**config.mk**
```make
export PLATFORM = sky130hd
export DESIGN_NAME = bcd_byte_display_ctrl_flat
export DESIGN_NICKNAME = d
export VERILOG_FILES = /design/src/rtl/bcd_byte_display_ctrl_pkg.sv /design/src/rtl/bcd_byte_display_ctrl_if.sv /design/src/rtl/bcd_byte_display_ctrl_bin2bcd.sv /design/src/rtl/bcd_byte_display_ctrl.sv /design/src/flat_wrapper.sv
export SDC_FILE = /design/constraint.sdc
export NUM_CORES = 1
export LEC_CHECK = 0
export BUFFER_PORTS_ARGS = -buffer_cell sky130_fd_sc_hd__buf_2
export CAP_MARGIN = 10
export CORE_ASPECT_RATIO = 0.75
export CORE_UTILIZATION = 35
export DETAILED_ROUTE_END_ITERATION = 7
export HOLD_SLACK_MARGIN = 0.1
export PLACE_DENSITY = 0.59
export SLEW_MARGIN = 40
export SYNTH_ARGS = -nofsm -noshare
export SYNTH_HDL_FRONTEND = slang
export SYNTH_HIERARCHICAL = 1
export SYNTH_SLANG_ARGS = --single-unit
```
**constraint.sdc**
```tcl
create_clock -name clk -period 6.9 [get_ports clk]
set_input_delay 0.345 -clock clk [delete_from_list [all_inputs] [get_ports clk]]
set_output_delay 0.345 -clock clk [all_outputs]
set_load 0.01 [all_outputs]
```
**src/rtl/bcd_byte_display_ctrl_pkg.sv**
```systemverilog
// Shared definitions for the AES block display sequencer: FSM states,
// block geometry and the blank code driven onto the digit bus.
package aes_disp_pkg;

   typedef enum logic [1:0] {
      IDLE = 2'd0,
      SHOW = 2'd1,
      DONE = 2'd2
   } state_t;

   localparam int NUM_BYTES  = 16;
   localparam int NUM_DIGITS = 3;
   localparam int BYTE_IDX_W = $clog2(NUM_BYTES);

   localparam logic [3:0] BLANK_BCD = 4'hF;

   // Byte 0 lives in the most significant byte of the block.
   function automatic logic [7:0] block_byte(input logic [8*NUM_BYTES-1:0] blk,
                                             input logic [BYTE_IDX_W-1:0] idx);
      return blk[(NUM_BYTES - 1 - int'(idx)) * 8 +: 8];
   endfunction

endpackage

```
**src/rtl/bcd_byte_display_ctrl_if.sv**
```systemverilog
// Valid/ready handshake carrying one 128-bit AES block into the display
// sequencer.
interface bcd_byte_display_ctrl_if;

   logic         in_valid;
   logic         in_ready;
   logic [127:0] in_data;

   modport master (
      output in_valid,
      output in_data,
      input  in_ready
   );

   modport slave (
      input  in_valid,
      input  in_data,
      output in_ready
   );

endinterface

```
**src/rtl/bcd_byte_display_ctrl_bin2bcd.sv**
```systemverilog
// Combinational 8-bit binary to 3-digit BCD encoder (shift-and-add-3).
// Output is {hundreds, tens, ones}; hundreds never exceeds 2.
module bcd_byte_display_ctrl_bin2bcd (
   input  logic [7:0]  bin,
   output logic [11:0] bcd
);

   logic [19:0] shift;

   // Eight adjust-then-shift rounds move the binary value into the BCD field.
   always_comb begin
      shift = {12'h000, bin};
      for (int i = 0; i < 8; i++) begin
         if (shift[11:8] >= 4'd5) begin
            shift[11:8] = shift[11:8] + 4'd3;
         end
         if (shift[15:12] >= 4'd5) begin
            shift[15:12] = shift[15:12] + 4'd3;
         end
         if (shift[19:16] >= 4'd5) begin
            shift[19:16] = shift[19:16] + 4'd3;
         end
         shift = shift << 1;
      end
      bcd = shift[19:8];
   end

endmodule

```
**src/rtl/bcd_byte_display_ctrl.sv**
```systemverilog
// Walks a captured 128-bit AES block byte by byte through the BCD encoder
// and time-multiplexes the three decimal digits of the current byte onto
// a shared active-low 7-segment digit bus.
module bcd_byte_display_ctrl
   import aes_disp_pkg::*;
#(
   parameter int unsigned DWELL_CYCLES = 50_000_000,
   parameter int unsigned SCAN_CYCLES  = 100_000
) (
   input  logic                   clk,
   input  logic                   rst_n,
   bcd_byte_display_ctrl_if.slave bus,
   input  logic                   auto_en,
   input  logic                   step,
   output logic                   busy,
   output logic [BYTE_IDX_W-1:0]  byte_idx,
   output logic [11:0]            bcd_digits,
   output logic [2:0]             digit_sel,
   output logic [3:0]             digit_bcd,
   output logic                   done
);

   localparam int DCNT_W = (DWELL_CYCLES > 1) ? $clog2(DWELL_CYCLES) : 1;
   localparam int SCNT_W = (SCAN_CYCLES > 1) ? $clog2(SCAN_CYCLES) : 1;

   localparam logic [DCNT_W-1:0]     DWELL_LAST = DCNT_W'(DWELL_CYCLES - 1);
   localparam logic [SCNT_W-1:0]     SCAN_LAST  = SCNT_W'(SCAN_CYCLES - 1);
   localparam logic [BYTE_IDX_W-1:0] LAST_IDX   = BYTE_IDX_W'(NUM_BYTES - 1);
   localparam logic [1:0]            PHASE_LAST = 2'(NUM_DIGITS - 1);

   state_t                state;
   state_t                state_next;
   logic [127:0]          block;
   logic [DCNT_W-1:0]     dwell_cnt;
   logic [SCNT_W-1:0]     scan_cnt;
   logic [1:0]            phase;
   logic                  accept;
   logic                  advance;
   logic                  in_ready_w;
   logic [7:0]            cur_byte;
   logic [11:0]           enc_bcd;

   // State register; reset always lands back in IDLE.
   always_ff @(posedge clk or negedge rst_n) begin
      if (!rst_n) begin
         state <= IDLE;
      end else begin
         state <= state_next;
      end
   end

   // Next-state and status decode; a step and a dwell expiry in the same
   // cycle merge into a single advance.
   always_comb begin
      state_next = state;
      in_ready_w = 1'b0;
      busy       = 1'b0;
      done       = 1'b0;
      accept     = 1'b0;
      advance    = 1'b0;
      case (state)
         IDLE: begin
            in_ready_w = 1'b1;
            if (bus.in_valid) begin
               accept     = 1'b1;
               state_next = SHOW;
            end
         end
         SHOW: begin
            busy = 1'b1;
            if (step || (auto_en && (dwell_cnt == DWELL_LAST))) begin
               advance = 1'b1;
               if (byte_idx == LAST_IDX) begin
                  state_next = DONE;
               end
            end
         end
         DONE: begin
            done       = 1'b1;
            state_next = IDLE;
         end
         default: begin
            state_next = IDLE;
         end
      endcase
   end

   assign bus.in_ready = in_ready_w;

   // Block capture, byte index and dwell counter; the counter parks at 0
   // whenever auto mode is off so re-enabling gives a full dwell.
   always_ff @(posedge clk or negedge rst_n) begin
      if (!rst_n) begin
         block     <= '0;
         byte_idx  <= '0;
         dwell_cnt <= '0;
      end else if (accept) begin
         block     <= bus.in_data;
         byte_idx  <= '0;
         dwell_cnt <= '0;
      end else if (state == SHOW) begin
         if (advance) begin
            dwell_cnt <= '0;
            if (byte_idx != LAST_IDX) begin
               byte_idx <= byte_idx + BYTE_IDX_W'(1);
            end
         end else if (auto_en) begin
            dwell_cnt <= dwell_cnt + DCNT_W'(1);
         end else begin
            dwell_cnt <= '0;
         end
      end else begin
         dwell_cnt <= '0;
      end
   end

   assign cur_byte = block_byte(block, byte_idx);

   bcd_byte_display_ctrl_bin2bcd u_bin2bcd (
      .bin (cur_byte),
      .bcd (enc_bcd)
   );

   // Register the encoder output so bcd_digits trails byte_idx by one cycle.
   always_ff @(posedge clk or negedge rst_n) begin
      if (!rst_n) begin
         bcd_digits <= 12'h000;
      end else begin
         bcd_digits <= enc_bcd;
      end
   end

   // Free-running scan timer; each wrap rotates ones -> tens -> hundreds.
   always_ff @(posedge clk or negedge rst_n) begin
      if (!rst_n) begin
         scan_cnt <= '0;
         phase    <= 2'd0;
      end else if (scan_cnt == SCAN_LAST) begin
         scan_cnt <= '0;
         phase    <= (phase == PHASE_LAST) ? 2'd0 : phase + 2'd1;
      end else begin
         scan_cnt <= scan_cnt + SCNT_W'(1);
      end
   end

   // Registered digit bus, blanked whenever no block is being shown.
   always_ff @(posedge clk or negedge rst_n) begin
      if (!rst_n) begin
         digit_sel <= 3'b111;
         digit_bcd <= BLANK_BCD;
      end else if (state != SHOW) begin
         digit_sel <= 3'b111;
         digit_bcd <= BLANK_BCD;
      end else begin
         case (phase)
            2'd0: begin
               digit_sel <= 3'b110;
               digit_bcd <= bcd_digits[3:0];
            end
            2'd1: begin
               digit_sel <= 3'b101;
               digit_bcd <= bcd_digits[7:4];
            end
            default: begin
               digit_sel <= 3'b011;
               digit_bcd <= bcd_digits[11:8];
            end
         endcase
      end
   end

endmodule

```
**src/flat_wrapper.sv**
```systemverilog
// flat-port wrapper written by rule: the top's interface ports become plain ports
module bcd_byte_display_ctrl_flat import aes_disp_pkg::*;
#(
   parameter int unsigned DWELL_CYCLES = 50_000_000,
   parameter int unsigned SCAN_CYCLES  = 100_000
)
  (clk, rst_n, auto_en, step, busy, byte_idx, bcd_digits, digit_sel, digit_bcd, done, bus_in_valid, bus_in_data, bus_in_ready);
  bcd_byte_display_ctrl_if bus_i ();
  input  logic clk;
  input  logic rst_n;
  input  logic auto_en;
  input  logic step;
  output logic busy;
  output logic [BYTE_IDX_W-1:0] byte_idx;
  output logic [11:0] bcd_digits;
  output logic [2:0] digit_sel;
  output logic [3:0] digit_bcd;
  output logic done;
  input wire logic [$bits(bus_i.in_valid)-1:0] bus_in_valid;
  input wire logic [$bits(bus_i.in_data)-1:0] bus_in_data;
  output wire logic [$bits(bus_i.in_ready)-1:0] bus_in_ready;
  assign bus_i.in_valid = bus_in_valid;
  assign bus_i.in_data = bus_in_data;
  assign bus_in_ready = bus_i.in_ready;
  bcd_byte_display_ctrl #(.DWELL_CYCLES(DWELL_CYCLES), .SCAN_CYCLES(SCAN_CYCLES)) u_core (.clk(clk), .rst_n(rst_n), .bus(bus_i), .auto_en(auto_en), .step(step), .busy(busy), .byte_idx(byte_idx), .bcd_digits(bcd_digits), .digit_sel(digit_sel), .digit_bcd(digit_bcd), .done(done));
endmodule
```
==> results of run 1 <==
per-layer routing:
layer	share of wire, %	vias up	GRT usage [%]
met2	43	203	25.95
met4	0.82	0	3.953
met1	52	3943	28.99
met3	4.4	16	3.278
met5	0	-	0
li1	-	4026	-
state kept, by name (all words and copies together), names as in the netlist:
name,flops
u_core/scan_cnt,17
u_core/digit_sel,3
u_core/byte_idx,4
u_core/block,128
u_core/digit_bcd,4
u_core/state,2
u_core/phase,2
u_core/dwell_cnt,26
u_core/bcd_digits,12
worst min path at each step:
stage,startpoint,endpoint
final,bus_in_data[19],u_core/block[19]$_DFFE_PN0P_
after global routing,bus_in_data[19],u_core/block[19]$_DFFE_PN0P_
after CTS,bus_in_data[12],u_core/block[12]$_DFFE_PN0P_
after detailed placement,rst_n,u_core/bcd_digits[11]$_DFF_PN0_
after global placement,u_core/block[104]$_DFFE_PN0P_,u_core/block[104]$_DFFE_PN0P_
after floorplan,rst_n,u_core/bcd_digits[0]$_DFF_PN0_
worst max-delay path, cell delays in order (launching register included):
cell and delay (ns):
dfrtp_4 0.62, buf_4 0.29, mux4_2 0.33, a211oi_1 0.23, a21oi_1 0.12, ha_1 0.35
o21ai_0 0.36, xnor2_2 0.17, ha_1 0.21, nand2b_1 0.18, a32oi_4 0.29, xnor2_1 0.25
ha_1 0.20, nand2b_1 0.20, nand3_1 0.12, a31o_2 0.31, ha_1 0.20, inv_1 0.05
ha_1 0.21, a31oi_1 0.10, and4_1 0.26, and3_2 0.22, nor4b_4 0.45, nor3_1 0.11
a311oi_1 0.23, o311ai_1 0.14
metrics by stage:
stage / hold WS, ns / setup WS [ns] / util, %
global route: 0.1024 / 0.07225 / 44.74
global placement: 0.4534 / 0.3659 / 39.56
CTS: 0.1017 / 0.1378 / 44.42
floorplan: 0.04941 / 0.7968 / -
finish: 0.1208 / 0.5334 / 44.75
detailed placement: 0.3823 / 0.1642 / 39.64
repair_timing:
action,in CTS,in global routing
hold buffers,75,0
setup endpoints to repair,0,4
resized for setup,0,4
buffers inserted,0,6
endpoints found under the hold margin,179,0
placed cells by master, fill, tap and decap left out, types with 4 or more instances in the layout:
| cell | instances |
|---|---|
| inv_6 | 4 |
| nor2b_1 | 12 |
| and3_1 | 6 |
| dfrtp_1 | 188 |
| nand3_1 | 22 |
| nor2_1 | 27 |
| and4_1 | 11 |
| xnor2_1 | 14 |
| o31ai_1 | 7 |
| inv_8 | 4 |
| o21ai_0 | 16 |
| mux2_2 | 8 |
| nand4_1 | 12 |
| or4_1 | 8 |
| mux4_2 | 32 |
| nand2_1 | 416 |
| dlygate4sd3_1 | 75 |
| nand3b_1 | 4 |
| a211oi_1 | 25 |
| a21oi_2 | 5 |
| or3_1 | 11 |
| buf_4 | 14 |
| mux2i_1 | 14 |
| nand2b_1 | 4 |
| xor2_1 | 13 |
| dfstp_2 | 7 |
| a31oi_1 | 5 |
| clkbuf_16 | 18 |
| a21oi_1 | 12 |
| nor4_1 | 4 |
| ha_1 | 12 |
| nor3_1 | 20 |
| o211ai_1 | 5 |
| inv_1 | 11 |
| buf_2 | 157 |
cell families after synthesis:
logic type,after synthesis,share of synthesized area [%]
AO/OA/AOI/OAI,101,7.145
XOR/XNOR,28,2.440
adder cells (fa/ha/maj),12,1.494
buffers and inverters,79,3.522
flip-flops,198,49.38
multiplexers,61,10.48
other,1,0.03731
AND/OR/NAND/NOR,579,25.50
cell type report:
cell class / count / area share (%)
clock inverter: 13 / 1.273
antenna: 1 / 0.01989
tap: 385 / 3.829
clock buffer: 19 / 3.441
inverter: 12 / 0.3580
timing repair buffer: 250 / 13.62
sequential: 198 / 39.52
multi-input combinational: 783 / 37.94
==> impl_results.md, run 1 <==
- R2R cell count: 25
- Fillcell total: 2753
- Crit start category: flip-flop
- Critical Path Source: u_core/byte_idx[2]$_DFFE_PN0P_
- Clock Latency Late Sink: 0.44 ns
- Capture point of the worst reg-to-reg path: u_core/bcd_digits[8]$_DFF_PN0_
- Crit path capture: u_core/bcd_digits[8]$_DFF_PN0_
- Reg2Reg Setup Slack: roughly 0.53 ns
- Skew final: 0.01018 ns
- Drt via density: about 4.9
- Post-DP HPWL: about 18 mm
- Unique masters post-synth: 74
- Setup Viol. Count Final: 0
- Synth warn: 6
- #FFs+latches synth: 198
- # rows: 53
- Unrepaired setup endpoints after global routing: no
- Vias in the first global route: approximately 7700
- CTS H-Tree Depth: 4
- HP Class: in2reg
- Initial antenna violation count: 0
- Tmin final: 6.367 ns
- Clk slew on worst S/H paths: approximately 0.08 ns
- Leading area contributor after synthesis: dfrtp_1
- Clk Tree Root Cell: clkbuf_16
- Core area: about 28000 um2
- Worst R2R Start: u_core/byte_idx[2]$_DFFE_PN0P_
- Global route total overflow: 0
- Full die area: 29410 um2
- Placed Cells incl. Taps: between 1500 and 2000
- Hold path cells: 3
- Storage cell area: approximately 5000 um2
- Cell count after synthesis: 1059
- Nets: between 1000 and 1500
- Num CTS Buffers: 17
- Placed inst area: between 10000 and 15000 um2
- Area share of the largest cell type after synthesis: 47.55%
- Top-count cell post-synth: nand2_1
- Final instance area: roughly 13000 um2
- Mean Syn Cell Area: between 9 and 10 um2
- # clock sinks: 198
- Layout cells sized above 1: 22.04%
- Syn Std Cell Area: 10050 um2
- Largest net degree at the start of global routing: 118
- Max Fclk: approximately 160 MHz
- Fin crit share: between 90 and 100%
- Endpoint class of the critical path: flip-flop
- Vias: 8188
- Final hold vios: 0
- Starting Density: a little over a third
- Remaining antenna violation count after routing: 0
- Slew @ Worst Pin: 0.7693 ns
- Overall Global Routing Usage: 18.39%
- # DRC: 0
- Area contributors post-synth: dfrtp_1, nand2_1, mux4_2
- Io pins: ~160
- First-pass iteration count of the detailed router: 5
- First-pass GRT wire length: 41.92 mm
- Max Cap Violations: 0
- Post-synth ARST share: 100.0%
- Status: finished clean
- Per-cell routed wire length: 15.67 um
- Setup CP Type: reg2reg
- Slew headroom: 48.72%
- Max clock buf depth: 2
- Setup TNS: 0 ns
- Layout area overhead: 25.17%
- Die span in y: 148.8 um
- Routability Congestion: 0.8334
- Critical Path Fanout Max: 23
- Finished Layout Cells: 1661
- Post-synth top cells: nand2_1, dfrtp_1, clkbuf_1
- Post-synth top flop: dfrtp_1
- Fin. max-slew vios: 0
- Initial DRC count: just over 600
- Final WL: 26.02 mm
- Post-synth EDFFs: 0
- TritonCTS clock tree: done
- Crit path arrival time: 6.67 ns
- Number of port buffers: 158
- Crit path required time: 7.20 ns
- Multi-input gate area: 4773 um2
- Overall die width: 197.7 um
- Sequential element share of the synthesized area: 49.38%
Power of run 1 is not shown: default switching activity piles up to over one toggle a cycle in this logic, so the estimate is an artifact.
==> run 2, diff against run 1 <==
- MAX_ROUTING_LAYER: default -> met4
==> impl_results.md, run 2 (synthesis results as in run 1) <==
- Layout area overhead: 25.14% (was 25.17%)
- TritonCTS clock tree: done (unchanged)
- Crit start category: flip-flop (unchanged)
- Global route total overflow: 0 (unchanged)
- CP Buf/Inv Count: 2 (unchanged)
- Endpoint class of the critical path: flip-flop (unchanged)
- Slew headroom: 47.53% (was 48.72%)
- # rows: 53 (unchanged)
- Min Hold Slack: 0.1201 ns (was 0.1208 ns)
- Tmin final: 6.327 ns (was 6.367 ns)
- N_diodes: 0 (was 1)
- Leading cell type in the layout, fill and taps excluded: nand2_1 (unchanged)
- Max Fclk: 158.0 MHz (was 157.1 MHz)
- Routability Congestion: 0.8461 (was 0.8334)
- Crit path required time: 7.20 ns (about the same)
- Slew @ Worst Pin: 0.7871 ns (was 0.7693 ns)
- Final setup margin: 0.5727 ns (was 0.5334 ns)
- Per-cell routed wire length: 15.68 um (was 15.67 um)
- Layout cells sized above 1: 22.04% (unchanged)
- Post-DP HPWL: 18.04 mm (unchanged)
- Overall die width: 197.7 um (unchanged)
- Routing usage on met2: 26.02% (was 25.95%)
- Fin crit share: 91.70% (was 92.27%)
- Nets: 1407 (unchanged)
- Top Registers: u_core/block (128), u_core/dwell_cnt (26), u_core/scan_cnt (17) (unchanged)
- Final hold vios: 0 (unchanged)
- Setup TNS: 0 ns (unchanged)
- Largest net degree at the start of global routing: 118 (unchanged)
- Max Cap Violations: 0 (unchanged)
- Clock Latency Late Sink: 0.44 ns (about the same)
- Remaining antenna violation count after routing: 0 (unchanged)
- Critical Path Fanout Max: 23 (unchanged)
- Final instance area: 12580 um2 (about the same)
- Max reg flops: 128 (unchanged)
- Met3 Use GR: 3.324% (was 3.278%)
- Skew final: 0.01249 ns (was 0.01018 ns)
- Starting Density: 35.75% (unchanged)
- Core area: 28120 um2 (unchanged)
- Clk slew on worst S/H paths: 0.08 ns (about the same)
- CP dominant cell by count: ha_1 (unchanged)
- Overall Global Routing Usage: 18.95% (was 18.39%)
- Fin. max-slew vios: 0 (unchanged)
- Unrepaired setup endpoints after global routing: no (unchanged)
- Vias in the first global route: 7705 (was 7719)
- Most frequent cells in the layout: nand2_1, dfrtp_1, buf_2 (unchanged)
- Most flops, register: u_core/block (unchanged)
- First-pass GRT wire length: 41.91 mm (was 41.92 mm)
- Pre-CTS setup slack: 0.1642 ns (unchanged)
- Io pins: 159 (unchanged)
- Crit path largest cell delay: 0.62 ns (about the same)
- Crit-path leading delay family: compound AO/OA/AOI/OAI gates (unchanged)
- Fillcell total: 2753 (unchanged)
- Setup CP Type: reg2reg (unchanged)
- Slowest cell on the critical path: dfrtp_4 (unchanged)
- Initial DRC count: 556 (was 614)
- Full die area: 29410 um2 (unchanged)
- Clk Tree Root Cell: clkbuf_16 (unchanged)
- Num CTS Buffers: 17 (unchanged)
- Max clock buf depth: 2 (unchanged)
- Number of port buffers: 158 (unchanged)
- Status: finished clean (unchanged)
- # DRC: 0 (unchanged)
- # clock sinks: 198 (unchanged)
- Initial antenna violation count: 0 (unchanged)
- Die span in y: 148.8 um (unchanged)
- HP Class: in2reg (unchanged)
- Met1 Track Usage GR: 28.91% (was 28.99%)
- Setup Viol. Count Final: 0 (unchanged)
- Final WL: 26.02 mm (about the same)
- Placed inst area: 11150 um2 (unchanged)
- First-pass iteration count of the detailed router: 4 (was 5)
- Vias: 8208 (was 8188)
- CTS H-Tree Depth: 4 (unchanged)
- Grt peak-use layer: met1 (unchanged)
- Crit path arrival time: 6.63 ns (was 6.67 ns)
- Drt via density: 4.945 (was 4.930)
-- run 2: final timing paths --
path                                                   end                           start  slack [ns]  cells past startpoint
setup reg to reg            u_core/bcd_digits[8]$_DFF_PN0_  u_core/byte_idx[2]$_DFFE_PN0P_        0.57                     25
hold / removal                u_core/block[19]$_DFFE_PN0P_                 bus_in_data[19]        0.12                      3
setup / recovery            u_core/bcd_digits[8]$_DFF_PN0_  u_core/byte_idx[2]$_DFFE_PN0P_        0.57                     25
hold reg to reg               u_core/block[66]$_DFFE_PN0P_    u_core/block[66]$_DFFE_PN0P_        0.48                      2
min in group asynchronous  u_core/bcd_digits[11]$_DFF_PN0_                           rst_n        0.48                      2
max in group asynchronous     u_core/block[54]$_DFFE_PN0P_                           rst_n        5.22                      3
-- run 2: timing repair --
| action | CTS | global route |
|---|---|---|
| endpoints found under the hold margin | 179 | 0 |
| gates resized for setup | 0 | 4 |
| endpoints found under the setup margin | 0 | 4 |
| setup buffers | 0 | 6 |
| hold buffers | 75 | 0 |
-- run 2: area by class of cell --
class | instances | area (um2) | share of cell area [%]
clock buffers | 19 | 432.9 | 3.441
clock inverters | 13 | 160.2 | 1.273
inverters | 12 | 45.04 | 0.3581
multi-input cells | 783 | 4773 | 37.95
flip-flops and latches | 198 | 4972 | 39.53
well taps | 385 | 481.7 | 3.829
repair buffers | 250 | 1714 | 13.63
-- run 2: tightest hold or removal path, stage by stage --
cell and delay, ns:
buf_2 0.07, nand2_1 0.05, nand2_1 0.05
-- run 2: metal layers --
layer	part of all wire (%)	wire [um]
met2	43	11120
met1	52	13570
met3	4.1	1054
met4	1.1	274
met5	0	0
-- run 2: through the flow --
step                cells  utilization [%]
floorplan            1060                -
global placement     1547            39.56
detailed placement   1547            39.64
CTS                  1654            44.42
global route         1660            44.74
finish               1660            44.74
Power of run 2 is left out for the same reason.
==> run 3, diff against run 2 <==
- CTS_CLUSTER_DIAMETER: default -> 40
- PLACE_DENSITY: 0.59 -> default
- PLACE_DENSITY_LB_ADDON: default -> 0.05
==> impl_results.md, run 3 (synthesis results as in run 1) <==
- Vias in the first global route: 7936 (was 7705)
- Global route total overflow: 0 (unchanged)
- Initial antenna violation count: 0 (unchanged)
- Routability Congestion: 0.8323 (was 0.8461)
- Critical Path Fanout Max: 13 (was 23)
- Fin crit share: 91.94% (was 91.70%)
- Finished Core Util: 44.97% (was 44.74%)
- CTS H-Tree Depth: 4 (unchanged)
- Crit path arrival time: 6.64 ns (was 6.63 ns)
- Slowest cell on the critical path: dfrtp_4 (unchanged)
- # rows: 53 (unchanged)
- Remaining antenna violation count after routing: 0 (unchanged)
- Most frequent cells in the layout: nand2_1, dfrtp_1, buf_2 (unchanged)
- PwrDens: between 600 and 700 nW/um2
- Crit-path leading delay family: compound AO/OA/AOI/OAI gates (unchanged)
- # DRC: 0 (unchanged)
- Max Fclk: 157.6 MHz (was 158.0 MHz)
- CP dominant cell by count: ha_1 (unchanged)
- Tmin final: 6.344 ns (was 6.327 ns)
- Slew @ Worst Pin: 0.8524 ns (was 0.7871 ns)
- Crit start category: flip-flop (unchanged)
- Drt via density: 4.866 (was 4.945)
- Final hold vios: 0 (unchanged)
- HP Class: in2reg (unchanged)
- Setup CP Type: reg2reg (unchanged)
- Top Registers: u_core/block (128), u_core/dwell_cnt (26), u_core/scan_cnt (17) (unchanged)
- Max reg flops: 128 (unchanged)
- Reg power frac: about a quarter
- Per-cell routed wire length: 16.31 um (was 15.68 um)
- Number of port buffers: 158 (unchanged)
- First-pass iteration count of the detailed router: 5 (was 4)
- Overall Global Routing Usage: 20.22% (was 18.95%)
- Post-DP HPWL: 18.83 mm (was 18.04 mm)
- TritonCTS clock tree: done (unchanged)
- Setup Viol. Count Final: 0 (unchanged)
- Setup TNS: 0 ns (unchanged)
- Fin. max-slew vios: 0 (unchanged)
- Leading cell type in the layout, fill and taps excluded: nand2_1 (unchanged)
- Leak: 0.006068 uW
- NetSw: between 3000 and 4000 uW
- Largest net degree at the start of global routing: 94 (was 118)
- Vias: 8126 (was 8208)
- Crit path required time: 7.20 ns (about the same)
- Starting Density: 35.75% (unchanged)
- Num CTS Buffers: 17 (unchanged)
- Max Cap Violations: 0 (unchanged)
- Initial DRC count: 469 (was 556)
- Nets: 1417 (was 1407)
- Die span in y: 148.8 um (unchanged)
- Clk slew on worst S/H paths: 0.07 ns (was 0.08 ns)
- Skew final: 0.01355 ns (was 0.01249 ns)
- Overall die width: 197.7 um (unchanged)
- Clock power frac: about 12%
- Slew headroom: 43.18% (was 47.53%)
- # clock sinks: 198 (unchanged)
- Io pins: 159 (unchanged)
- CP Buf/Inv Count: 2 (unchanged)
- Maximum VDD drop: slightly below 0.0006 V
- Internal power: 4407 uW
- Full die area: 29410 um2 (unchanged)
- Clock Latency Late Sink: 0.44 ns (about the same)
- Final WL: 27.24 mm (was 26.02 mm)
- Max clock buf depth: 2 (unchanged)
- Comb pwr share: 63.9%
- Sw frac: between 40% and 50%
- Status: finished clean (unchanged)
- Crit path largest cell delay: 0.55 ns (was 0.62 ns)
- Fillcell total: 2821 (was 2753)
- N_diodes: 0 (unchanged)
- Layout area overhead: 25.79% (was 25.14%)
- Clk Tree Root Cell: clkbuf_16 (unchanged)
- Layout cells sized above 1: 22.02% (was 22.04%)
- First-pass GRT wire length: 44.35 mm (was 41.91 mm)
- Core area: 28120 um2 (unchanged)
- Most flops, register: u_core/block (unchanged)
- Endpoint class of the critical path: flip-flop (unchanged)
==> run 3: cell count changes in the layout (fill, tap and decap cells not counted), moves of 2 or more <==
cell	delta
buf_12	+2
buf_4	+2
dlygate4sd3_1	+5
clkinv_8	-2
inv_6	+2
inv_8	-4
dfrtp_1	+2
buf_6	+3
==> run 3: cell type report <==
| cell class | count | area, um2 | area share [%] |
|---|---|---|---|
| Multi-Input combinational cell | 783 | 4773 | 37.75 |
| Inverter | 12 | 45.04 | 0.3562 |
| Timing Repair Buffer | 260 | 1814 | 14.35 |
| Tap cell | 385 | 481.7 | 3.810 |
| Sequential cell | 198 | 4967 | 39.28 |
| Clock buffer | 21 | 450.4 | 3.562 |
| Clock inverter | 11 | 112.6 | 0.8906 |
==> run 3: worst register-to-register path, stage by stage, from the launching register on <==
cell      delay (ns)
dfrtp_4         0.55
buf_4           0.16
mux4_2          0.48
nor2b_1         0.14
a211oi_1        0.29
a21oi_1         0.14
ha_1            0.36
o21ai_0         0.31
xnor2_2         0.20
ha_1            0.24
nand2b_1        0.12
a32oi_4         0.28
xnor2_1         0.26
ha_1            0.21
nand2b_1        0.19
nand3_1         0.12
a31o_2          0.31
ha_1            0.19
inv_1           0.06
ha_1            0.22
a31oi_1         0.10
and4_1          0.26
and3_2          0.22
nor4b_4         0.36
nor3_1          0.11
a311oi_1        0.22
o311ai_1        0.13
==> run 3: stage by stage <==
stage	hold slack [ns]	worst slack, ns	instance area (um2)	power, uW	instances
6_report	0.1181	0.5561	12640	8035	1670
5_1_grt	0.1042	-0.007987	12640	8781	1670
4_1_cts	0.1010	0.1773	12550	7993	1661
3_5_place_dp	0.3776	0.2016	11190	6929	1549
3_3_place_gp	0.3714	0.3000	11160	6933	1549
2_1_floorplan	0.04941	0.7968	10060	5850	1060
==> run 3: worst paths after layout <==
path | from | end | slack [ns] | depth (start not counted)
setup reg to reg | u_core/byte_idx[0]$_DFFE_PN0P_ | u_core/bcd_digits[8]$_DFF_PN0_ | 0.56 | 26
max in group asynchronous | rst_n | u_core/block[24]$_DFFE_PN0P_ | 5.37 | 3
min in group asynchronous | rst_n | u_core/dwell_cnt[15]$_DFF_PN0_ | 0.46 | 2
setup / recovery | u_core/byte_idx[0]$_DFFE_PN0P_ | u_core/bcd_digits[8]$_DFF_PN0_ | 0.56 | 26
hold / removal | bus_in_data[85] | u_core/block[85]$_DFFE_PN0P_ | 0.12 | 3
hold reg to reg | u_core/block[80]$_DFFE_PN0P_ | u_core/block[80]$_DFFE_PN0P_ | 0.47 | 2
==> run 3: power by group through the flow <==
| stage | Sequential (uW) | Clock [uW] | Combinational (uW) |
|---|---|---|---|
| detailed placement | 1940 | 0 | 4990 |
| CTS | 1920 | 1020 | 5050 |
| global route | 1960 | 1070 | 5750 |
| floorplan | 1820 | 0 | 4030 |
| global placement | 1950 | 0 | 4990 |
| finish | 1910 | 987 | 5140 |
==> run 3: per-layer routing <==
metal,track usage (%),share of wire (%),up-vias
met1,31.27,54,3922
met3,3.143,2.9,14
met2,27.36,42,138
li1,-,-,4052
met5,-,0,-
met4,4.651,0.76,0
==> run 3: timing repair <==
action	in CTS	in global routing
hold buffers	80	0
resized for setup	0	3
endpoints found under the hold margin	133	0
buffers inserted	0	8
setup endpoints to repair	0	4
(Power assumes the default switching activity.)
